[config.mk]
export PLATFORM = sky130hd
export DESIGN_NAME = io_timer_bank
export DESIGN_NICKNAME = d
export VERILOG_FILES = /design/src/rtl/io_timer_bank.sv
export SDC_FILE = /design/constraint.sdc
export NUM_CORES = 1
export LEC_CHECK = 0
export CAP_MARGIN = 25
export CORE_MARGIN = 2
export CORE_UTILIZATION = 45
export CTS_BUF_LIST = sky130_fd_sc_hd__clkbuf_4
export DETAILED_ROUTE_END_ITERATION = 12
export PLACE_DENSITY = 0.68
export SLEW_MARGIN = 20
export SYNTH_ARGS = -nofsm -noshare
export SYNTH_HDL_FRONTEND = slang
export SYNTH_SLANG_ARGS = --single-unit
[constraint.sdc]
create_clock -name clk -period 6.15 [get_ports clk]
set_input_delay 1.23 -clock clk [delete_from_list [all_inputs] [get_ports clk]]
set_output_delay 1.23 -clock clk [all_outputs]
set_load 0.01 [all_outputs]
[src/rtl/io_timer_bank.sv]
// Programmable prescaler, free-running tick-time register and NCH down-count
// timer channels with per-channel pending/enable bits and one interrupt line.
module io_timer_bank #(
  parameter int unsigned DIV = 25000,
  parameter int unsigned NCH = 4,
  parameter int unsigned CW  = 32
) (
  input  logic        clk,
  input  logic        rst,
  input  logic        sel,
  input  logic [3:0]  adr,
  input  logic        wr,
  input  logic        rd,
  input  logic [31:0] wdata,
  output logic [31:0] rdata,
  output logic        tick,
  output logic        irq
);

  localparam int unsigned PW = $clog2(DIV);

  logic [PW-1:0]  pcnt;
  logic [CW-1:0]  tm;
  logic [NCH-1:0] pending;
  logic [NCH-1:0] enable;
  logic [NCH-1:0] armed;
  logic [NCH-1:0] periodic;
  logic [NCH-1:0] fire;
  logic [NCH-1:0] wr_rel;
  logic [NCH-1:0] wr_mode;
  logic [CW-1:0]  count  [NCH];
  logic [CW-1:0]  reload [NCH];
  logic           wr_en;
  logic           unused_bus;

  assign wr_en      = sel & wr;
  assign unused_bus = ^{rd, wdata};

  always_comb begin
    tick    = (pcnt == PW'(DIV - 1));
    wr_rel  = '0;
    wr_mode = '0;
    fire    = '0;
    for (int unsigned k = 0; k < NCH; k++) begin
      wr_rel[k]  = wr_en && (adr == 4'(4 + 2 * k));
      wr_mode[k] = wr_en && (adr == 4'(5 + 2 * k));
      // A RELOAD write on the same edge suppresses the fire entirely.
      fire[k]    = tick && armed[k] && !wr_rel[k] && (count[k] == CW'(1));
    end
  end

  always_ff @(posedge clk) begin
    if (rst) begin
      pcnt     <= '0;
      tm       <= '0;
      pending  <= '0;
      enable   <= '0;
      armed    <= '0;
      periodic <= '0;
      irq      <= 1'b0;
      for (int unsigned k = 0; k < NCH; k++) begin
        count[k]  <= '0;
        reload[k] <= '0;
      end
    end else begin
      if (wr_en && adr == 4'd0) begin
        tm   <= wdata[CW-1:0];
        pcnt <= '0;
      end else begin
        pcnt <= tick ? '0 : pcnt + PW'(1);
        if (tick)
          tm <= tm + CW'(1);
      end

      // Set wins over a same-cycle write-1 clear.
      if (wr_en && adr == 4'd1)
        pending <= (pending & ~wdata[NCH-1:0]) | fire;
      else
        pending <= pending | fire;

      if (wr_en && adr == 4'd2)
        enable <= wdata[NCH-1:0];

      irq <= |(pending & enable);

      for (int unsigned k = 0; k < NCH; k++) begin
        if (wr_rel[k]) begin
          reload[k] <= wdata[CW-1:0];
          count[k]  <= wdata[CW-1:0];
          armed[k]  <= (wdata[CW-1:0] != '0);
        end else if (tick && armed[k]) begin
          if (count[k] > CW'(1)) begin
            count[k] <= count[k] - CW'(1);
          end else if (fire[k]) begin
            if (periodic[k]) begin
              count[k] <= reload[k];
            end else begin
              count[k] <= '0;
              armed[k] <= 1'b0;
            end
          end
        end
        if (wr_mode[k])
          periodic[k] <= wdata[0];
      end
    end
  end

  always_comb begin
    rdata = '0;
    if (sel) begin
      case (adr)
        4'd0: rdata = 32'(tm);
        4'd1: rdata = 32'(pending);
        4'd2: rdata = 32'(enable);
        default: begin
          for (int unsigned k = 0; k < NCH; k++) begin
            if (adr == 4'(4 + 2 * k))
              rdata = 32'(reload[k]);
            if (adr == 4'(5 + 2 * k))
              rdata = 32'({count[k], armed[k], periodic[k]});
          end
        end
      endcase
    end
  end

endmodule

# Yosys cells after proc, flatten, opt, wreduce, memory -nomap -nowiden
# Memories as Yosys holds them, arrays and structs flattened.
# Index checks and enable logic that the tools add are counted.
dict set report totals {
  reg_bits 64
  latch_bits 0
  mem_bits_rw 256
  rom_bits 0
  input_bits 41
  output_inout_bits 34
  n_memories 2
}
dict set report classes {
  add_sub_neg 6
  mul 0
  n_div 0
  order_cmp 4
  eq_ne 23
  n_shift 0
  muxes 143
  bitwise 26
  n_reduce_logical 44
}
# name depth width rd rd_ports_with_merged_regs wr line
set mem_list {}
lappend mem_list {count 4 32 4 0 4 31} ;# logic [CW-1:0] count [NCH];
lappend mem_list {reload 4 32 4 0 4 32} ;# logic [CW-1:0] reload [NCH];
# cell count
set op_table {}
lappend op_table {{$mux 32} 31}
lappend op_table {{$eq 32x1->1 const B} 4}
lappend op_table {{$gt 32x1->1 const B} 4}
lappend op_table {{$sub 32x1->32 const B} 4}
lappend op_table {{$mux 1} 110}
lappend op_table {{$pmux 32 s3} 1}
lappend op_table {{$add 32x1->32 const B} 1}
lappend op_table {{$reduce_bool 32->1} 1}
lappend op_table {{$logic_and 1x1->1} 23}
lappend op_table {{$or 1x1->1} 20}
lappend op_table {{$reduce_bool 2->1} 9}
lappend op_table {{$eq 4x3->1 const B} 4}
lappend op_table {{$eq 4x4->1 const B} 4}
lappend op_table {{$reduce_and 4->1} 4}
lappend op_table {{$add 15x1->15 const B} 1}
lappend op_table {{$eq 15x15->1 const B} 1}
lappend op_table {{$and 4x4->4} 2}
lappend op_table {{$ne 2x1->1 const B} 4}
lappend op_table {{$ne 2x2->1 const B} 4}
lappend op_table {{$or 4x4->4} 2}
lappend op_table {{$eq 4x1->1 const B} 1}
lappend op_table {{$eq 4x2->1 const B} 1}
lappend op_table {{$logic_not 1->1} 4}
lappend op_table {{$logic_not 4->1} 1}
lappend op_table {{other kinds (5)} 5}

# Longest topological paths before layout
# Gate-level depths: netlist (run 1).
dict set report depth {
  ltp_word 13
  ltp_mapped 11
  depth_no_buf 9
}

# Worst setup path after synthesis (run 1)
# Ideal clock, no wire load.
dict set report synth_path {
  path_type {input to output}
  startpoint {input port adr[0]}
  endpoint {output port rdata[14]}
  arrival_ns 3.046
  slack_ns 1.874
  stages 8
  cell_sequence {clkbuf_1 buf_1 buf_1 mux2i_1 o21ai_0 a221o_1 a21oi_1 nor3_1}
}
dict set report synth_via {
  elab_chain_cells 11
  word_cells_on_any_way 21
}
# element line
set synth_lines {}
lappend synth_lines {{start, declared} 11} ;# input logic [3:0] adr,
lappend synth_lines {{$eq 4x3->1} 118} ;# if (adr == 4'(4 + 2 * k))
lappend synth_lines {{$mux 32} 118}
lappend synth_lines {{$mux 32} 120} ;# if (adr == 4'(5 + 2 * k))
lappend synth_lines {{$mux 32} 118}
lappend synth_lines {{$mux 32} 120}
lappend synth_lines {{$mux 32} 118}
lappend synth_lines {{$mux 32} 120}
lappend synth_lines {{$mux 32} 118}
lappend synth_lines {{$mux 32} 120}
lappend synth_lines {{$pmux 32 s3 *} 112} ;# case (adr)
lappend synth_lines {{$mux 32 *} 111} ;# if (sel) begin
lappend synth_lines {{end, declared} 15} ;# output logic [31:0] rdata,
# Mark *: on every way between the ends. The rest lies on a longest branch, timed or not.

# Worst setup path after layout (run 1)
dict set report layout_path {
  startpoint {input port adr[2]}
  endpoint {output port rdata[13]}
}
# Same word-level chain as after synthesis.

==> results.sh, run 1 <==
export IMPL_num_rows=74
export IMPL_fin_setup_tns_ns=0
export IMPL_drc=0
export IMPL_crit_family="simple AND/OR/NAND/NOR gates"
export IMPL_hp_class="register to register"
export IMPL_required_ns=4.92
export IMPL_finalCritPeriodShare_pct=96.5
export IMPL_vdd_drop_max_v=0.000163
export IMPL_regArea_um2=8970
export IMPL_nets=2041
export IMPL_antenna_found_initial=6
export IMPL_yosys_most_used_dff="edfxtp_1"
export IMPL_r2r_setup_slack_ns=2.19
export IMPL_yosys_area_top_type_share_pct=41.5
export IMPL_synth_area_leaders="edfxtp_1 (42%), dfxtp_1 (6.9%), nor2_1 (4.6%)"
export IMPL_wl_per_cell_um=26.8
export IMPL_core_area_um2=40700
export IMPL_gp_congestion=0.978
export IMPL_utilization_pct=51.8
export IMPL_reg2reg_depth=7
export IMPL_min_period_ns=5.94
export IMPL_grtUsageMet2_pct=48.6
export IMPL_async_reset_ff_share_pct=0
export IMPL_die_w_um=207
export IMPL_dpl_cell_count=2433
export IMPL_end_kind="output port"
export IMPL_synth_avg_cell_area_um2=9.84
export IMPL_grt_usage_pct=32.5
export IMPL_root_buffer="clkbuf_4"
export IMPL_cts_setup_buffers=0
export IMPL_clock_latency_ns=0.80
export IMPL_fillers=3782
export IMPL_grt_pass1_wl_um=102000
export IMPL_ys_ff_latch=320
export IMPL_place_ws_ns=0.246
export IMPL_critPathBufInv=2
export IMPL_ant_nets=0
export IMPL_final_max_slew_viol_count=0
export IMPL_path_class="input port to output port"
export IMPL_setup_viol=0
export IMPL_drive_above_1_share_pct=11.9
export IMPL_syn_instance_count=1881
export IMPL_hold_viol_final=0
export IMPL_power_density_nw_per_um2=238
export IMPL_via_count=17000
export IMPL_top_usage_layer="met2"
export IMPL_min_path_cells=2
export IMPL_arrival_ns=4.71
export IMPL_grt_remaining_overflow=0
export IMPL_grt_max_degree=65
export IMPL_wl_um=69700
export IMPL_clk_pin_slew_ns=0.07
export IMPL_synth_cell_types=74
export IMPL_leakagePower_nw=7.52
export IMPL_port_buffers=73
export IMPL_drt_pass1_iter_count=8
export IMPL_met1_usage_pct=41.6
export IMPL_yosysWarningCount=0
export IMPL_initialDrtViolationCount=2089
export IMPL_die_h_um=207
export IMPL_clock_sinks=320
export IMPL_status="finished, final reports clean"
export IMPL_fin_cells=2599
export IMPL_grt_setup_unrepaired="false"
export IMPL_synth_edf_count=256
export IMPL_initial_utilization_pct=45.4
export IMPL_worst_slack_ns=0.213
export IMPL_htreeDepth=3
export IMPL_max_slew_worst_pin_slew_ns=1.08
export IMPL_cts_tree="yes"
export IMPL_ys_seq_area_share_pct=48.5
export IMPL_path_max_fanout=20
export IMPL_dp_hpwl_um=47700
export IMPL_cp_cell_sequence="clkdlybuf4s50_1 -> nor2b_4 -> nand2_1 -> o21ai_0 -> a221o_1 -> a21oi_1 -> nor3_1 -> clkdlybuf4s50_1"
export IMPL_grt_pass1_vias=16000
export IMPL_syn_area_um2=18500
export IMPL_cp_depth=8
export IMPL_multi_input_area_um2=8990
export IMPL_crit_top_cell="clkdlybuf4s50_1"
export IMPL_yosysTopAreaCell="edfxtp_1"
export IMPL_max_stage_delay_ns=0.78
export IMPL_worst_path_max_delay_cell="clkdlybuf4s50_1"
export IMPL_relSlewSlack_pct=27.6
export IMPL_fin_skew_ns=0.0663
export IMPL_ctsHoldBuffers=0
export IMPL_dieArea_um2=42800
export IMPL_clock_fmax_ghz=0.168
export IMPL_synth_common_cells="edfxtp_1 (256), nor2_1 (226), and2_1 (126)"
export IMPL_power_w=0.00503
export IMPL_via_per_inst=6.54
export IMPL_ios=75
export IMPL_synth_nets=1932
export IMPL_cts_buffer_depth=3
export IMPL_cts_buffers=87
export IMPL_ctsResizeCount=0
export IMPL_syn_to_final_growth_pct=14.0
export IMPL_yosysMostFrequentCell="edfxtp_1"
export IMPL_maxCapViolations=0
export IMPL_startpoint_type="input port"
export IMPL_grt_use_met3_pct=8.19
metal layers:
layer / vias to the layer above / routed length, um
met1: 8113 / 25900
met5: - / 45
li1: 7408 / -
met3: 260 / 8200
met2: 1198 / 30400
met4: 6 / 5090
cell type report:
type / count / area share (%)
timing repair buffer: 140 / 5.98
multi-input combinational: 1413 / 42.6
clock buffer: 129 / 4.59
clock inverter: 31 / 0.605
sequential: 320 / 42.5
antenna: 6 / 0.0712
inverter: 28 / 0.498
tap: 532 / 3.15
report_power, final:
part / switching (W) / internal, W / leakage [nW]
clock: 0.000978 / 0.000964 / 0.660
sequential: 0.000118 / 0.00244 / 2.96
combinational: 0.000345 / 0.000184 / 3.90
placed cells by master, fill, tap and decap left out, types with 22 or more instances in the layout:
| cell type | instances |
|---|---|
| a221oi_1 | 44 |
| a211oi_1 | 45 |
| o22ai_1 | 46 |
| nand3_1 | 38 |
| nor4_1 | 34 |
| a211o_1 | 41 |
| clkbuf_4 | 129 |
| or3_1 | 24 |
| a221o_1 | 37 |
| nand4_1 | 24 |
| a21oi_1 | 114 |
| clkinv_1 | 23 |
| dfxtp_1 | 64 |
| and2_1 | 126 |
| xor2_1 | 77 |
| xnor2_1 | 66 |
| edfxtp_1 | 256 |
| clkdlybuf4s50_1 | 71 |
| a22oi_1 | 36 |
| nor3_1 | 92 |
| nor2_1 | 219 |
| o21ai_0 | 52 |
| and3_1 | 22 |
| nand2_1 | 108 |
| mux2i_1 | 27 |
| buf_4 | 64 |
| inv_1 | 27 |
final timing paths:
kind,start,endpoint
worst min-delay path,pending[3]$_SDFF_PP0_,pending[3]$_SDFF_PP0_
worst min register to register,pending[3]$_SDFF_PP0_,pending[3]$_SDFF_PP0_
worst max register to register,pcnt[6]$_SDFF_PP0_,count[1][5]$_SDFFCE_PP0P_
worst max-delay path,adr[2],rdata[13]
flip-flops by register name (all words and copies together) (netlist names):
| signal | flops |
|---|---|
| reload | 128 |
| pcnt | 15 |
| pending | 4 |
| armed | 4 |
| count | 128 |
| tm | 32 |
| irq | 1 |
| enable | 4 |
| periodic | 4 |
tightest hold or removal path, cell delays in order (launching register included):
cell	delay [ns]
dfxtp_1	0.33
nand2_1	0.06
a21oi_1	0.05
logic make-up after synthesis:
family,count (synthesis),share of synthesized area (%)
simple gates,758,20.9
flops,320,48.5
xor+xnor,143,6.77
compound gates,464,17.5
buf+inv,148,3.36
fa+ha+maj,10,0.676
mux,38,2.31
stage by stage:
stage | cell area, um2 | hold WS [ns]
detailed placement | 20000 | 0.470
finish | 21100 | 0.481
global placement | 20000 | 0.444
CTS | 21100 | 0.479
global route | 21100 | 0.503
floorplan | 18500 | 0.430
Note: power is estimated with default switching activity, not from simulation.
==> run 2, diff against run 1 <==
CELL_PAD_IN_SITES_DETAIL_PLACEMENT = 1   (was unset)
CELL_PAD_IN_SITES_GLOBAL_PLACEMENT = 2   (was unset)
CTS_CLUSTER_DIAMETER = 50   (was unset)
PLACE_DENSITY = 0.95   (was 0.68)
clock period = 7.53 ns   (was 6.15 ns; I/O delays follow)
==> run 2 against run 1 <==
Against the previous run: core utilization is 0.10 points higher; flip-flop and latch count did not move; via count is 2.1% higher; sequential share of layout area shrank 0.083 points; sequential power decreased by 18%; combinational power down 17%; clock skew is 0.014 ns higher; design area grew 0.20%; worst setup slack better by 0.46 ns; register-to-register slack better by 1.3 ns; non-clock buffer count decreased by 13; critical path depth grew 1; critical endpoint is now rdata[0]; largest cell class unchanged.
==> results.sh, run 2 (synthesized netlist as in run 1, its figures left out) <==
export IMPL_status="finished, final reports clean"
export IMPL_path_max_fanout=12
export IMPL_hp_start="pcnt[0]$_SDFF_PP0_"
export IMPL_grtUsageMet2_pct=51.9
export IMPL_maxCapViolations=0
export IMPL_startpoint_type="input port"
export IMPL_required_ns=6.02
export IMPL_drive_above_1_share_pct=12.0
export IMPL_cp_cell_sequence="clkdlybuf4s50_1 -> nand2b_1 -> nor2_1 -> a22oi_1 -> o22ai_1 -> o22a_1 -> a21oi_1 -> a221oi_1 -> clkdlybuf4s50_1"
export IMPL_port_buffers=73
export IMPL_clock_fmax_ghz=0.146
export IMPL_utilization_pct=51.9
export IMPL_antenna_found_initial=9
export IMPL_crit_top_cell="clkdlybuf4s50_1"
export IMPL_ctsResizeCount=0
export IMPL_ctsHoldBuffers=0
export IMPL_crit_family="buffers and inverters"
export IMPL_critPathBufInv=2
export IMPL_hold_viol_final=0
export IMPL_max_slew_worst_pin_slew_ns=1.15
export IMPL_htreeDepth=3
export IMPL_fillers=4603
export IMPL_dpl_cell_count=2419
export IMPL_clock_latency_ns=0.84
export IMPL_relSlewSlack_pct=21.1
export IMPL_reg2reg_from="count[2][14]$_SDFFCE_PP0P_"
export IMPL_root_buffer="clkbuf_4"
export IMPL_grt_remaining_overflow=0
export IMPL_die_w_um=207
export IMPL_grt_pass1_vias=17300
export IMPL_ios=75
export IMPL_num_rows=74
export IMPL_cts_tree="yes"
export IMPL_worst_path_max_delay_cell="clkdlybuf4s50_1"
export IMPL_path_class="input port to output port"
export IMPL_arrival_ns=5.35
export IMPL_reg2reg_depth=6
export IMPL_via_per_inst=6.69
export IMPL_via_count=17300
export IMPL_setup_viol=0
export IMPL_grt_usage_pct=35.2
export IMPL_met1_usage_pct=45.8
export IMPL_layout_common_cells="edfxtp_1 (256), nor2_1 (221), clkbuf_4 (147)"
export IMPL_hold_end="pcnt[0]$_SDFF_PP0_"
export IMPL_reg_largest_list="count x128, reload x128, tm x32"
export IMPL_min_period_ns=6.85
export IMPL_clock_sinks=320
export IMPL_drc=0
export IMPL_power_density_nw_per_um2=205
export IMPL_max_stage_delay_ns=0.78
export IMPL_place_ws_ns=1.00
export IMPL_clk_pin_slew_ns=0.06
export IMPL_ant_nets=0
export IMPL_fin_skew_ns=0.0801
export IMPL_initial_utilization_pct=45.4
export IMPL_finalCritPeriodShare_pct=91.0
export IMPL_hp_class="register to register"
export IMPL_nets=2033
export IMPL_core_area_um2=40700
export IMPL_wl_per_cell_um=29.2
export IMPL_fin_setup_tns_ns=0
export IMPL_r2r_setup_slack_ns=3.44
export IMPL_layout_commonest_cell="edfxtp_1"
export IMPL_grt_pass1_wl_um=110000
export IMPL_grt_setup_unrepaired="false"
export IMPL_drt_pass1_iter_count=5
export IMPL_die_h_um=207
export IMPL_cts_buffer_depth=3
export IMPL_syn_to_final_growth_pct=14.2
export IMPL_dieArea_um2=42800
export IMPL_top_usage_layer="met2"
export IMPL_cts_buffers=92
export IMPL_final_max_slew_viol_count=0
export IMPL_vdd_drop_max_v=0.000123
export IMPL_cts_setup_buffers=0
export IMPL_dp_hpwl_um=51800
export IMPL_leakagePower_nw=7.55
export IMPL_reg2reg_to="count[2][18]$_SDFFCE_PP0P_"
export IMPL_initialDrtViolationCount=1800
export IMPL_end_kind="output port"
export IMPL_grt_use_met3_pct=10.1
export IMPL_gp_congestion=0.946
export IMPL_fin_cells=2590
export IMPL_min_path_cells=1
export IMPL_power_w=0.00434
export IMPL_grt_max_degree=65
export IMPL_worst_slack_ns=0.677
export IMPL_wl_um=75600
## run 2: cell types whose count changed in the layout (fill, tap and decap cells not counted), moves of 3 or more
| cell | previous run | this run |
|---|---|---|
| clkinv_2 | 6 | 2 |
| bufinv_16 | 0 | 3 |
| clkinv_1 | 23 | 12 |
| buf_4 | 64 | 52 |
| clkbuf_4 | 129 | 147 |
## run 2: how the worst max path moves through the flow
stage,start,to,slack (ns),cells after the start
after floorplan,adr[0],rdata[14],2.70,8
after global placement,adr[1],rdata[0],1.06,10
after detailed placement,adr[1],rdata[0],1.0,10
after CTS,adr[3],rdata[0],0.98,9
after global routing,adr[3],rdata[0],0.71,9
final,adr[3],rdata[0],0.68,9
## run 2: area by class of cell
class                           instances  area [um2]  share of cell area [%]
Antenna cell                            4        10.0                  0.0473
Clock buffer                          147        1100                    5.22
Clock inverter                         19         161                   0.763
Inverter                               28         105                   0.497
Multi-Input combinational cell       1413        8980                    42.5
Sequential cell                       320        8970                    42.4
Tap cell                              532         666                    3.15
Timing Repair Buffer                  127        1140                    5.41
## run 2: power by group
part	leakage, nW	switching (W)	internal, W	total (W)
clock network	0.752	0.000828	0.000982	0.00181
logic	3.84	0.000293	0.000145	0.000438
registers	2.96	0.0000995	0.00199	0.00209
total	7.55	0.00122	0.00312	0.00434
## run 2: stage by stage
| stage | hold slack (ns) | area, um2 |
|---|---|---|
| after floorplan | 0.430 | 18500 |
| after global placement | 0.442 | 19900 |
| after detailed placement | 0.456 | 19900 |
| after CTS | 0.471 | 21100 |
| after global routing | 0.505 | 21100 |
| final | 0.462 | 21100 |
## run 2: routing by layer
layer	wire length, um	vias up
met2	32500	1068
met5	23	-
met3	8940	264
met1	29100	8587
met4	5000	4
li1	-	7413
